<file path="src/rtl/button_conditioner.sv">
// Five-button front end: two-flop synchronizers, per-button debounce FSMs with press pulses,
// and a registered priority encoder that emits one key event per accepted press.
module button_conditioner #(
  parameter int unsigned DEBOUNCE_CYCLES = 200000,
  parameter int unsigned CNT_W           = $clog2(DEBOUNCE_CYCLES)
) (
  input  logic       CLK100MHZ,
  input  logic       RST,
  input  logic       BTNU,
  input  logic       BTND,
  input  logic       BTNL,
  input  logic       BTNR,
  input  logic       BTNC,
  output logic [4:0] btn_level,
  output logic [4:0] btn_pulse,
  output logic       key_valid,
  output logic [2:0] key_code,
  output logic       any_held
);

  typedef enum logic [1:0] {
    StIdle,
    StPressWait,
    StHeld,
    StReleaseWait
  } state_e;

  localparam logic [CNT_W-1:0] CntMax = CNT_W'(DEBOUNCE_CYCLES - 1);

  logic [4:0]       btn_raw;
  logic [4:0]       sync1_q, sync2_q;
  state_e           state_q [5];
  state_e           state_d [5];
  logic [CNT_W-1:0] cnt_q   [5];
  logic [CNT_W-1:0] cnt_d   [5];
  logic [4:0]       level_q, level_d;
  logic [4:0]       pulse_q, pulse_d;
  logic             key_valid_q, key_valid_d;
  logic [2:0]       key_code_q, key_code_d;

  assign btn_raw = {BTNC, BTNR, BTNL, BTND, BTNU};

  always_comb begin
    level_d = '0;
    pulse_d = '0;
    for (int i = 0; i < 5; i++) begin
      state_d[i] = state_q[i];
      cnt_d[i]   = cnt_q[i];
      case (state_q[i])
        StIdle: begin
          if (sync2_q[i]) begin
            state_d[i] = StPressWait;
            cnt_d[i]   = '0;
          end
        end
        StPressWait: begin
          if (!sync2_q[i]) begin
            state_d[i] = StIdle;
          end else if (cnt_q[i] == CntMax) begin
            state_d[i] = StHeld;
            pulse_d[i] = 1'b1;
          end else begin
            cnt_d[i] = cnt_q[i] + CNT_W'(1);
          end
        end
        StHeld: begin
          if (!sync2_q[i]) begin
            state_d[i] = StReleaseWait;
            cnt_d[i]   = '0;
          end
        end
        StReleaseWait: begin
          if (sync2_q[i]) begin
            state_d[i] = StHeld;
          end else if (cnt_q[i] == CntMax) begin
            state_d[i] = StIdle;
          end else begin
            cnt_d[i] = cnt_q[i] + CNT_W'(1);
          end
        end
        default: state_d[i] = StIdle;
      endcase
      // Level tracks the next state so it registers alongside it.
      level_d[i] = (state_d[i] == StHeld) || (state_d[i] == StReleaseWait);
    end
  end

  // Lowest index wins; simultaneous losers are intentionally dropped.
  always_comb begin
    key_valid_d = |pulse_q;
    key_code_d  = 3'd0;
    if (pulse_q[0]) begin
      key_code_d = 3'd1;
    end else if (pulse_q[1]) begin
      key_code_d = 3'd2;
    end else if (pulse_q[2]) begin
      key_code_d = 3'd3;
    end else if (pulse_q[3]) begin
      key_code_d = 3'd4;
    end else if (pulse_q[4]) begin
      key_code_d = 3'd5;
    end
  end

  always_ff @(posedge CLK100MHZ) begin
    if (RST) begin
      sync1_q     <= '0;
      sync2_q     <= '0;
      level_q     <= '0;
      pulse_q     <= '0;
      key_valid_q <= 1'b0;
      key_code_q  <= 3'd0;
      for (int i = 0; i < 5; i++) begin
        state_q[i] <= StIdle;
        cnt_q[i]   <= '0;
      end
    end else begin
      sync1_q     <= btn_raw;
      sync2_q     <= sync1_q;
      level_q     <= level_d;
      pulse_q     <= pulse_d;
      key_valid_q <= key_valid_d;
      key_code_q  <= key_code_d;
      for (int i = 0; i < 5; i++) begin
        state_q[i] <= state_d[i];
        cnt_q[i]   <= cnt_d[i];
      end
    end
  end

  assign btn_level = level_q;
  assign btn_pulse = pulse_q;
  assign key_valid = key_valid_q;
  assign key_code  = key_code_q;
  assign any_held  = |level_q;

endmodule

</file>
<file path="config.mk">
export PLATFORM = sky130hd
export DESIGN_NAME = button_conditioner
export DESIGN_NICKNAME = d
export VERILOG_FILES = /design/src/rtl/button_conditioner.sv
export SDC_FILE = /design/constraint.sdc
export NUM_CORES = 1
export LEC_CHECK = 0
export ABC_AREA = 1
export BUFFER_PORTS_ARGS = -buffer_cell sky130_fd_sc_hd__clkbuf_2
export CORE_MARGIN = 2
export CORE_UTILIZATION = 30
export CTS_BUF_LIST = sky130_fd_sc_hd__clkbuf_16
export DETAILED_ROUTE_END_ITERATION = 6
export HOLD_SLACK_MARGIN = 0.02
export PLACE_DENSITY = 0.5
export SLEW_MARGIN = 20
export SYNTH_ARGS = -nofsm -noshare
export SYNTH_HDL_FRONTEND = slang
export SYNTH_SLANG_ARGS = --single-unit
</file>
<file path="constraint.sdc">
create_clock -name CLK100MHZ -period 2.25 [get_ports CLK100MHZ]
set_input_delay 0 -clock CLK100MHZ [delete_from_list [all_inputs] [get_ports CLK100MHZ]]
set_output_delay 0 -clock CLK100MHZ [all_outputs]
set_load 0.01 [all_outputs]
</file>
==> results by group, run 1 <==
Clock network
  – CTS clk-pin slew, worst paths: 0.06 ns
  – Clock Latency Late Sink: 0.43 ns
  – CTS Buffer Depth: 2
  – Root Buffer: clkbuf_16
  – H-tree depth: 4
  – Clock Sink Count: 124
  – CTS tree: built
  – Post-CTS setup buffer count: 0
  – Inserted Clock Buffers: 17

GRT
  – Grt met1 use: 20.6%
  – GR Util met2: 22.8%
  – GRT met3 Usage: around 3.5%
  – Largest net degree at the start of global routing: between 70 and 80
  – Number of global-route vias before repair: 5970
  – Gr busiest metal: met2
  – GRT Total Usage: 14.9%
  – GRT overflow: 0
  – Antenna violations before repair: 0
  – First-pass GRT wire length: 29300 um

Placed design
  – I/O Buffers: 21
  – Hpwl dp: 11800 um
  – Placed Cells: 1346
  – Setup WS pre-CTS: 0.429 ns
  – Routability cong.: about 0.85
  – Placed Area: 7290 um2

Power and ir drop
  – Switching portion of total power: 22.8%
  – Int Pwr: between 3 and 4 mW
  – Net Switching: approximately 1.1 mW
  – Leak: between 2 and 3 nW
  – Power per cell area: between 600 and 700 nW/um2
  – Share of total power in combinational logic: 3.3%
  – Clock share of power: 51.9%
  – Largest vdd supply drop: a little under 0.0004 V
  – Tot Pwr: 4.97 mW
  – Sequential power share: 44.8%

STA
  – Sum Neg Setup Slack: 0 ns
  – Final Critical Period: between 1.5 and 2 ns
  – Worst Tran Pin Value: between 0.8 and 0.9 ns
  – Max Slew Vio Count: 0
  – Final hold slack: 0.107 ns
  – Final Skew: 0.00852 ns
  – Final Hold Fails: 0
  – Fmax: ~0.55 GHz
  – Final worst slack: ~0.42 ns
  – Tcrit/Tclk final: between 80 and 90%
  – Relative slew slack: 44.3%
  – Final Setup Violations: 0
  – RSZ-0062 raised after global routing: no

Synthesis
  – Post-synthesis compound-gate area fraction: 6.71%
  – Synthesis warning total: 0
  – Main combinational cell family by area after synthesis: simple AND/OR/NAND/NOR gates
  – Seq cells post-synth: 124
  – Net Count, Synth: 1070
  – Post-synthesis xor/xnor area fraction: 4.19%
  – Cells after synthesis: 1058
  – Post-synthesis mux area share: 0%
  – Post-synthesis sequential area ratio: 35.7%
  – Area share of and/or/nand/nor cells after synthesis: a little over two fifths
  – Post-Synth Adder-Cell Area: 0.900%
  – Synthesized area: 6950 um2
  – Distinct cell type count after synthesis: 34
  – Avg Cell Area, Syn: between 6 and 7 um2

Worst setup path
  – Critical path startpoint: cnt_q[0][18]
  – Crit path buf inv count: 1
  – Family with the most delay on the worst path: simple AND/OR/NAND/NOR gates
  – Crit-path slowest cell: dfxtp_1
  – Kind of critical path: flip-flop to flip-flop
  – CP Capture Type: flip-flop
  – Worst r2r src: cnt_q[0][18]
  – Critical path, cell by cell: ha_1, nand3_2, nor2_2, nand3_4, nand2_4, inv_1, nand2_1, a21oi_1
  – Startpoint types: flip-flop
  – Reg2Reg Setup Slack: between 0.4 and 0.5 ns
  – Worst EP arrival: 2.11 ns
  – Max incr delay on CP: 0.37 ns
  – Crit-path max FO: 18
  – Req. time, crit path: 2.53 ns

Die
  – Height of the die: 156 um
  – Die X: between 150 and 200 um
  – # rows: 55
  – Initial Utilization: 30.6%
  – I/O pins: 22
  – CORE AREA: roughly 23000 um2
  – Die area: 24400 um2

Final layout
  – Register area: 2480 um2
  – Share of cells above drive strength 1: 10.5%
  – Fin nets: 1097
  – Final non-filler cell total: about 1.4k
  – Final Util: 34.7%
  – Synthesis-to-finish area growth: 13.4%
  – Fillers: about 2.5k
  – Multi-input logic area: 3770 um2
  – ANT cells: 0
  – Most frequent cells in the layout: nand2_1, nor2_1, inv_1, dfxtp_1, nand3_1
  – Commonest non-fill, non-tap cell in the layout: nand2_1
  – Design Area, Final: 7880 um2

Outcome
  – Outcome: complete, no violations

Worst hold path
  – Hold Startpoint: RST
  – HP Class: primary input to flip-flop

Route
  – Routed Antenna Nets: 0
  – DR WL/cell: approximately 12 um
  – Final WL: 17100 um
  – DR pass1 iterations: 7
  – Post-detailed-route DRC marker count: 0
  – Via count: 6393
  – Violation count after the first detailed-route iteration: 397
  – Routed vias/inst: approximately 4.6

Flow run
  – Number of max-cap violations: 0
-- worst paths after layout --
check / depth (start not counted) / endpoint
worst max-delay path: 8 / cnt_q[0][26]
worst min register to register: 2 / sync2_q[0]
worst min-delay path: 4 / cnt_q[0][55]
worst max register to register: 8 / cnt_q[0][26]
-- synthesized netlist by cell type --
cell | number | area [um2]
buf_4 | 2 | 15.0
buf_2 | 9 | 45.0
a21oi_1 | 71 | 355
nand3_1 | 99 | 495
o21bai_1 | 3 | 22.5
nand2_4 | 4 | 45.0
nor4_1 | 4 | 25.0
or2_2 | 6 | 37.5
ha_1 | 5 | 62.6
inv_1 | 123 | 462
clkbuf_1 | 9 | 33.8
nand2_2 | 8 | 50.1
nor3_1 | 16 | 80.1
nor2_1 | 172 | 646
inv_2 | 8 | 30.0
or2_1 | 1 | 6.26
a31oi_1 | 1 | 6.26
nor4b_2 | 1 | 15.0
buf_8 | 2 | 30.0
nand3_2 | 6 | 60.1
xor2_1 | 24 | 210
nand3_4 | 3 | 52.6
nor3_2 | 2 | 20.0
clkinv_1 | 2 | 7.51
o21ai_1 | 2 | 10.0
buf_6 | 7 | 78.8
a21oi_2 | 2 | 17.5
xor2_2 | 5 | 81.3
nor2_2 | 8 | 50.1
o21ai_0 | 11 | 55.1
nand4_1 | 50 | 313
dfxtp_1 | 124 | 2480
nor2_4 | 6 | 67.6
nand2_1 | 262 | 983
-- kinds of logic (layout without fill, tap and decap cells) --
family | after synthesis | count (layout)
XOR/XNOR | 29 | 29
adder cells (fa/ha/maj) | 5 | 5
AO/OA/AOI/OAI | 90 | 90
flip-flops | 124 | 124
buffers and inverters | 162 | 201
AND/OR/NAND/NOR | 648 | 648
-- layout make-up --
type,instances,share of cell area [%]
timing repair buffer,37,3.02
tap,285,4.53
inverter,133,6.34
sequential,124,31.5
clock buffer,17,5.40
multi-input combinational,772,47.8
clock inverter,14,1.41
-- worst register-to-register path, delay by kind of cell, from the launching register on --
kind            cells  cell delay [ns]
simple gates        5             0.91
flops               1             0.37
fa+ha+maj           1             0.21
buf+inv             1             0.14
compound gates      1             0.05
-- per-layer routing --
| layer | share of wire [%] | wire, um |
|---|---|---|
| met1 | 51 | 8760 |
| met2 | 44 | 7470 |
| met3 | 3.6 | 614 |
| met4 | 1.4 | 246 |
| met5 | 0 | 0 |
-- timing repair --
| item | CTS | global route |
|---|---|---|
| hold buffers | 5 | 0 |
| resized for setup | 0 | 0 |
| endpoints found under the hold margin | 5 | 0 |
-- power groups by stage --
stage	clock network [mW]	logic (mW)	registers, mW
after floorplan	0	0.113	2.27
after global placement	0	0.159	2.27
after detailed placement	0	0.158	2.27
after CTS	2.66	0.165	2.23
after global routing	2.77	0.183	2.23
final	2.58	0.162	2.23
-- registers in the layout (all words and copies together) (netlist names) --
name / flops
cnt_q: 90
state_q: 10
btn_level: 5
btn_pulse: 5
sync1_q: 5
sync2_q: 5
key_code: 3
key_valid: 1
Power figures use the tool's default switching activity.
==> run 2, diff against run 1 <==
- PLACE_DENSITY: 0.5 -> 0.52
- clock period: 2.25 -> 1.52 ns (I/O delays scaled with it)
==> run 2 against run 1 <==
Wire length up 6.4%. Register-to-register slack worse by 0.37 ns. Clock skew up 0.0034 ns. Clock-buffer cell count unchanged. Critical endpoint is now cnt_q[0][89].
==> results by group, run 2 (synthesis results as in run 1) <==
GRT
  – Largest net degree at the start of global routing: 71
  – Antenna violations before repair: 0
  – First-pass GRT wire length: just over 30000 um
  – GRT overflow: 0
  – Number of global-route vias before repair: 6462
  – GRT Total Usage: 15.2%

STA
  – Relative slew slack: 72.9%
  – Max Slew Vio Count: 0
  – Final Hold Fails: 0
  – Worst Tran Pin Value: roughly 0.40 ns
  – Final Critical Period: 1.47 ns
  – Final Setup Violations: 0
  – Sum Neg Setup Slack: 0 ns
  – Final hold slack: 0.0560 ns
  – Final Skew: 0.0119 ns
  – Fmax: around 0.68 GHz
  – Tcrit/Tclk final: 96.9%
  – RSZ-0062 raised after global routing: yes

Clock network
  – CTS Buffer Depth: 2
  – Inserted Clock Buffers: 17
  – CTS tree: built
  – Root Buffer: clkbuf_16
  – Clock Sink Count: 124
  – CTS clk-pin slew, worst paths: 0.06 ns
  – H-tree depth: 4
  – Clock Latency Late Sink: 0.42 ns

Power and ir drop
  – Largest vdd supply drop: 0.000641 V
  – Power per cell area: 812 nW/um2
  – Leak: 3.63 nW
  – Tot Pwr: 7.59 mW

Die
  – Height of the die: 156 um
  – I/O pins: 22
  – CORE AREA: between 20000 and 25000 um2
  – # rows: 55
  – Die X: 156 um
  – Die area: 24400 um2
  – Initial Utilization: between 30% and 40%

Final layout
  – Design Area, Final: just over 9000 um2
  – ANT cells: 0
  – Share of cells above drive strength 1: 26.5%
  – Most frequent cells in the layout: nand2_1, nor2_1, inv_1
  – Fillers: ~2.3k
  – Register area: 2520 um2
  – Fin nets: ~1.2k
  – Largest register FFs: 90
  – Commonest non-fill, non-tap cell in the layout: nand2_1
  – Reg with most FFs: cnt_q
  – Multi-input logic area: ~4200 um2
  – Top Registers: cnt_q x90, state_q x10
  – Synthesis-to-finish area growth: 34.5%

Placed design
  – Routability cong.: slightly above 0.8
  – Placed Area: approximately 8000 um2
  – Hpwl dp: 12800 um
  – I/O Buffers: 21

Worst setup path
  – Reg2Reg Setup Slack: 0.05 ns
  – CP Capture Type: flip-flop
  – Reg2Reg Depth: 9
  – Worst EP arrival: 1.82 ns
  – Crit-path max FO: 8
  – Startpoint types: flip-flop
  – Req. time, crit path: 1.87 ns
  – Kind of critical path: flip-flop to flip-flop

Outcome
  – Outcome: complete, no violations

Route
  – DR pass1 iterations: 5
  – Routed vias/inst: 4.67
  – Via count: 6992
  – Final WL: 18200 um
  – Violation count after the first detailed-route iteration: 380
  – DR WL/cell: between 10 and 15 um
  – Routed Antenna Nets: 0
  – Post-detailed-route DRC marker count: 0

Worst hold path
  – HP Class: primary input to flip-flop
  – WHS Path Cells: 4

Flow run
  – Number of max-cap violations: 0
run 2: timing repair:
action / CTS / global route
hold buffers: 5 / 0
endpoints found under the setup margin: 47 / 99
buffers inserted: 5 / 9
pin swaps: 4 / 35
resized for setup: 14 / 132
endpoints found under the hold margin: 5 / 0
cloned: 1 / 3
run 2: cell type report:
type | instances | area share, %
Clock inverter | 14 | 1.48
Multi-Input combinational cell | 774 | 45.0
Sequential cell | 124 | 27.0
Tap cell | 285 | 3.81
Timing Repair Buffer | 150 | 12.8
Clock buffer | 17 | 4.55
Inverter | 133 | 5.42
run 2: per-stage QoR:
step	instances	util (%)	setup slack [ns]
after global routing	1497	41.2	-0.0765
after CTS	1486	38.7	-0.0188
after floorplan	1058	-	0.0252
after global placement	1444	35.5	-0.0767
final	1497	41.2	0.0470
after detailed placement	1444	35.5	-0.0921
run 2: worst max-delay path, cell delays in order (launching register included):
cell and delay (ns):
dfxtp_2 0.35, ha_4 0.15, nand3_4 0.10, nor2_4 0.14, nand3_4 0.19, nand3_2 0.15, nand2_4 0.10, inv_4 0.08
nand2_1 0.05, nor2_1 0.08
run 2: where the power goes:
| part | leakage, nW | switching, mW | internal (mW) |
|---|---|---|---|
| sequential | 1.02 | 0.0199 | 3.28 |
| clock | 0.298 | 1.46 | 2.51 |
| combinational | 2.31 | 0.206 | 0.118 |
| total | 3.63 | 1.68 | 5.91 |
run 2: per-layer routing:
metal  GRT usage (%)  wire length (um)
met1            19.9              8940
met2            25.0              8470
met3            3.05               527
met4            5.29               259
met5               0                 0
run 2: final timing paths:
path,startpoint,to
min,RST,cnt_q[0][37]
max reg2reg,cnt_q[0][72],cnt_q[0][89]
min reg2reg,sync1_q[0],sync2_q[0]
max,cnt_q[0][72],cnt_q[0][89]
==> run 3, diff against run 2 <==
- CTS_BUF_LIST: sky130_fd_sc_hd__clkbuf_16 -> sky130_fd_sc_hd__clkbuf_8
==> run 3 against run 2 <==
First-iteration DRC count is 13% lower. Via count is 0.73% lower. Critical path type unchanged. Combinational power hardly changed. Clock power is 26% lower. Utilization is 0.84 points lower. Cell count is 0.13% lower. Worst setup slack worse by 0.0065 ns. Critical endpoint is now cnt_q[0][34]. Wire length is 0.92% lower. Sequential share of layout area is 0.63 points higher. Maximum frequency is 0.44% lower. Critical path depth is 1 higher.
==> results by group, run 3 (synthesis results as in run 1) <==
Placed design
  – Hpwl dp: roughly 13000 um
  – Setup WS pre-CTS: -0.0921 ns
  – I/O Buffers: 21
  – Routability cong.: between 0.8 and 0.9

Power and ir drop
  – Int Pwr: approximately 5 mW
  – Largest vdd supply drop: 0.000396 V
  – Net Switching: 1.56 mW
  – Power per cell area: 716 nW/um2
  – Share of total power in combinational logic: under 10%
  – Leak: 3.54 nW
  – Switching portion of total power: 23.8%
  – Sequential power share: 50.1%
  – Clock share of power: 44.9%

Worst setup path
  – Crit-path max FO: 4
  – Kind of critical path: flip-flop to flip-flop
  – Worst EP arrival: 1.88 ns
  – Req. time, crit path: roughly 1.9 ns
  – CP Capture Type: flip-flop
  – Startpoint types: flip-flop
  – Reg2Reg Setup Slack: roughly 0.041 ns
  – Worst r2r src: cnt_q[0][19]
  – FF-to-FF End: cnt_q[0][34]
  – Reg2Reg Depth: 10

STA
  – Final Setup Violations: 0
  – Final worst slack: 0.0405 ns
  – Fmax: between 0.6 and 0.7 GHz
  – Final hold slack: 0.299 ns
  – Final Hold Fails: 0
  – Final Skew: 0.0156 ns
  – Final Critical Period: 1.48 ns
  – RSZ-0062 raised after global routing: yes
  – Worst Tran Pin Value: 0.399 ns
  – Relative slew slack: between 70% and 80%
  – Max Slew Vio Count: 0
  – Tcrit/Tclk final: 97.3%

Route
  – Routed Antenna Nets: 0
  – DR pass1 iterations: 5
  – Via count: 6941
  – Violation count after the first detailed-route iteration: around 330
  – Routed vias/inst: 4.64
  – DR WL/cell: 12.1 um
  – Final WL: 18000 um
  – Post-detailed-route DRC marker count: 0

Final layout
  – Top Registers: cnt_q x90, state_q x10
  – Most frequent cells in the layout: nand2_1, nor2_1, inv_1
  – ANT cells: 0
  – Commonest non-fill, non-tap cell in the layout: nand2_1
  – Share of cells above drive strength 1: 26.6%
  – Fin nets: 1210
  – Fillers: 2373
  – Reg with most FFs: cnt_q
  – Synthesis-to-finish area growth: 31.8%
  – Largest register FFs: 90

Clock network
  – H-tree depth: 4
  – Clock Latency Late Sink: ~0.46 ns
  – Clock Sink Count: 124
  – Inserted Clock Buffers: 17
  – CTS Buffer Depth: 2
  – CTS tree: built
  – CTS clk-pin slew, worst paths: around 0.080 ns
  – Root Buffer: clkbuf_8

Die
  – Initial Utilization: 30.6%
  – Die area: 24400 um2
  – I/O pins: 22
  – Height of the die: 156 um
  – Die X: 156 um
  – # rows: 55
  – CORE AREA: 22700 um2

GRT
  – GRT met3 Usage: 3.05%
  – Gr busiest metal: met2
  – GR Util met2: 24.9%
  – Grt met1 use: 19.8%
  – First-pass GRT wire length: 30200 um
  – Largest net degree at the start of global routing: 71
  – Antenna violations before repair: 0
  – Number of global-route vias before repair: 6440
  – GRT overflow: 0
  – GRT Total Usage: between 10% and 20%

Worst hold path
  – WHS Path Cells: 4
  – HP Class: primary input to flip-flop
  – Hold EP: sync1_q[4]
  – Hold Startpoint: BTNC

Flow run
  – Number of max-cap violations: 0

Outcome
  – Outcome: complete, no violations
run 3: changes by cell type in the layout (fill, tap and decap cells not counted), sizes merged:
cell / previous run / this run
buf: 124 / 121
clkbuf: 38 / 39
clkinv: 9 / 8
dlygate4sd3: 5 / 6
run 3: repair_timing:
action                                  4_1_cts  5_1_grt
pin swaps                                     3       35
setup buffers                                 5        6
resized for setup                            17      129
hold buffers                                  6        0
cloned                                        1        3
endpoints found under the hold margin         6        0
endpoints found under the setup margin       47       99
run 3: critical path: stages (launching register included):
cell and delay (ns):
dfxtp_2 0.35, ha_4 0.15, nand3_4 0.10, buf_6 0.14
nor2_4 0.15, nand2_4 0.09, nor3_4 0.17, nand3_1 0.09
nand2_1 0.07, nand2_1 0.04, nor2_1 0.07
run 3: final cells by class:
class	count	area, um2	share of cell area, %
Sequential cell	124	2530	27.6
Clock buffer	18	248	2.70
Inverter	133	507	5.53
Timing Repair Buffer	148	1170	12.8
Tap cell	285	357	3.89
Clock inverter	13	135	1.47
Multi-Input combinational cell	774	4210	46.0
run 3: per-layer routing:
metal	vias up	part of all wire (%)
li1	3662	-
met1	3190	50
met2	68	46
met3	21	2.6
met4	0	1.5
met5	-	0
run 3: how the worst max path moves through the flow:
| stage | start | to | slack, ns |
|---|---|---|---|
| finish | cnt_q[0][19] | cnt_q[0][34] | 0.04 |
| detailed placement | cnt_q[0][0] | cnt_q[0][9] | -0.09 |
| floorplan | cnt_q[0][72] | cnt_q[0][81] | 0.03 |
| global placement | cnt_q[0][54] | cnt_q[0][59] | -0.08 |
| CTS | cnt_q[0][54] | cnt_q[0][70] | -0.01 |
| global route | cnt_q[0][19] | cnt_q[0][34] | -0.07 |
run 3: power by group through the flow:
stage | Sequential [mW] | Clock, mW | Combinational [mW]
after floorplan | 3.36 | 0 | 0.168
after global placement | 3.36 | 0 | 0.281
after detailed placement | 3.36 | 0 | 0.280
after CTS | 3.29 | 3.04 | 0.307
after global routing | 3.29 | 3.17 | 0.359
final | 3.29 | 2.95 | 0.325
run 3: stage by stage:
step | setup TNS, ns | total power [mW] | cell area, um2 | util [%] | std cells
after CTS | -0.0637 | 6.63 | 8620 | 38.0 | 1487
final | 0 | 6.56 | 9160 | 40.3 | 1495
after global routing | -0.728 | 6.82 | 9160 | 40.3 | 1495
after global placement | -1.18 | 3.64 | 8050 | 35.5 | 1444
after floorplan | 0 | 3.53 | 6950 | - | 1058
after detailed placement | -1.69 | 3.64 | 8050 | 35.5 | 1444
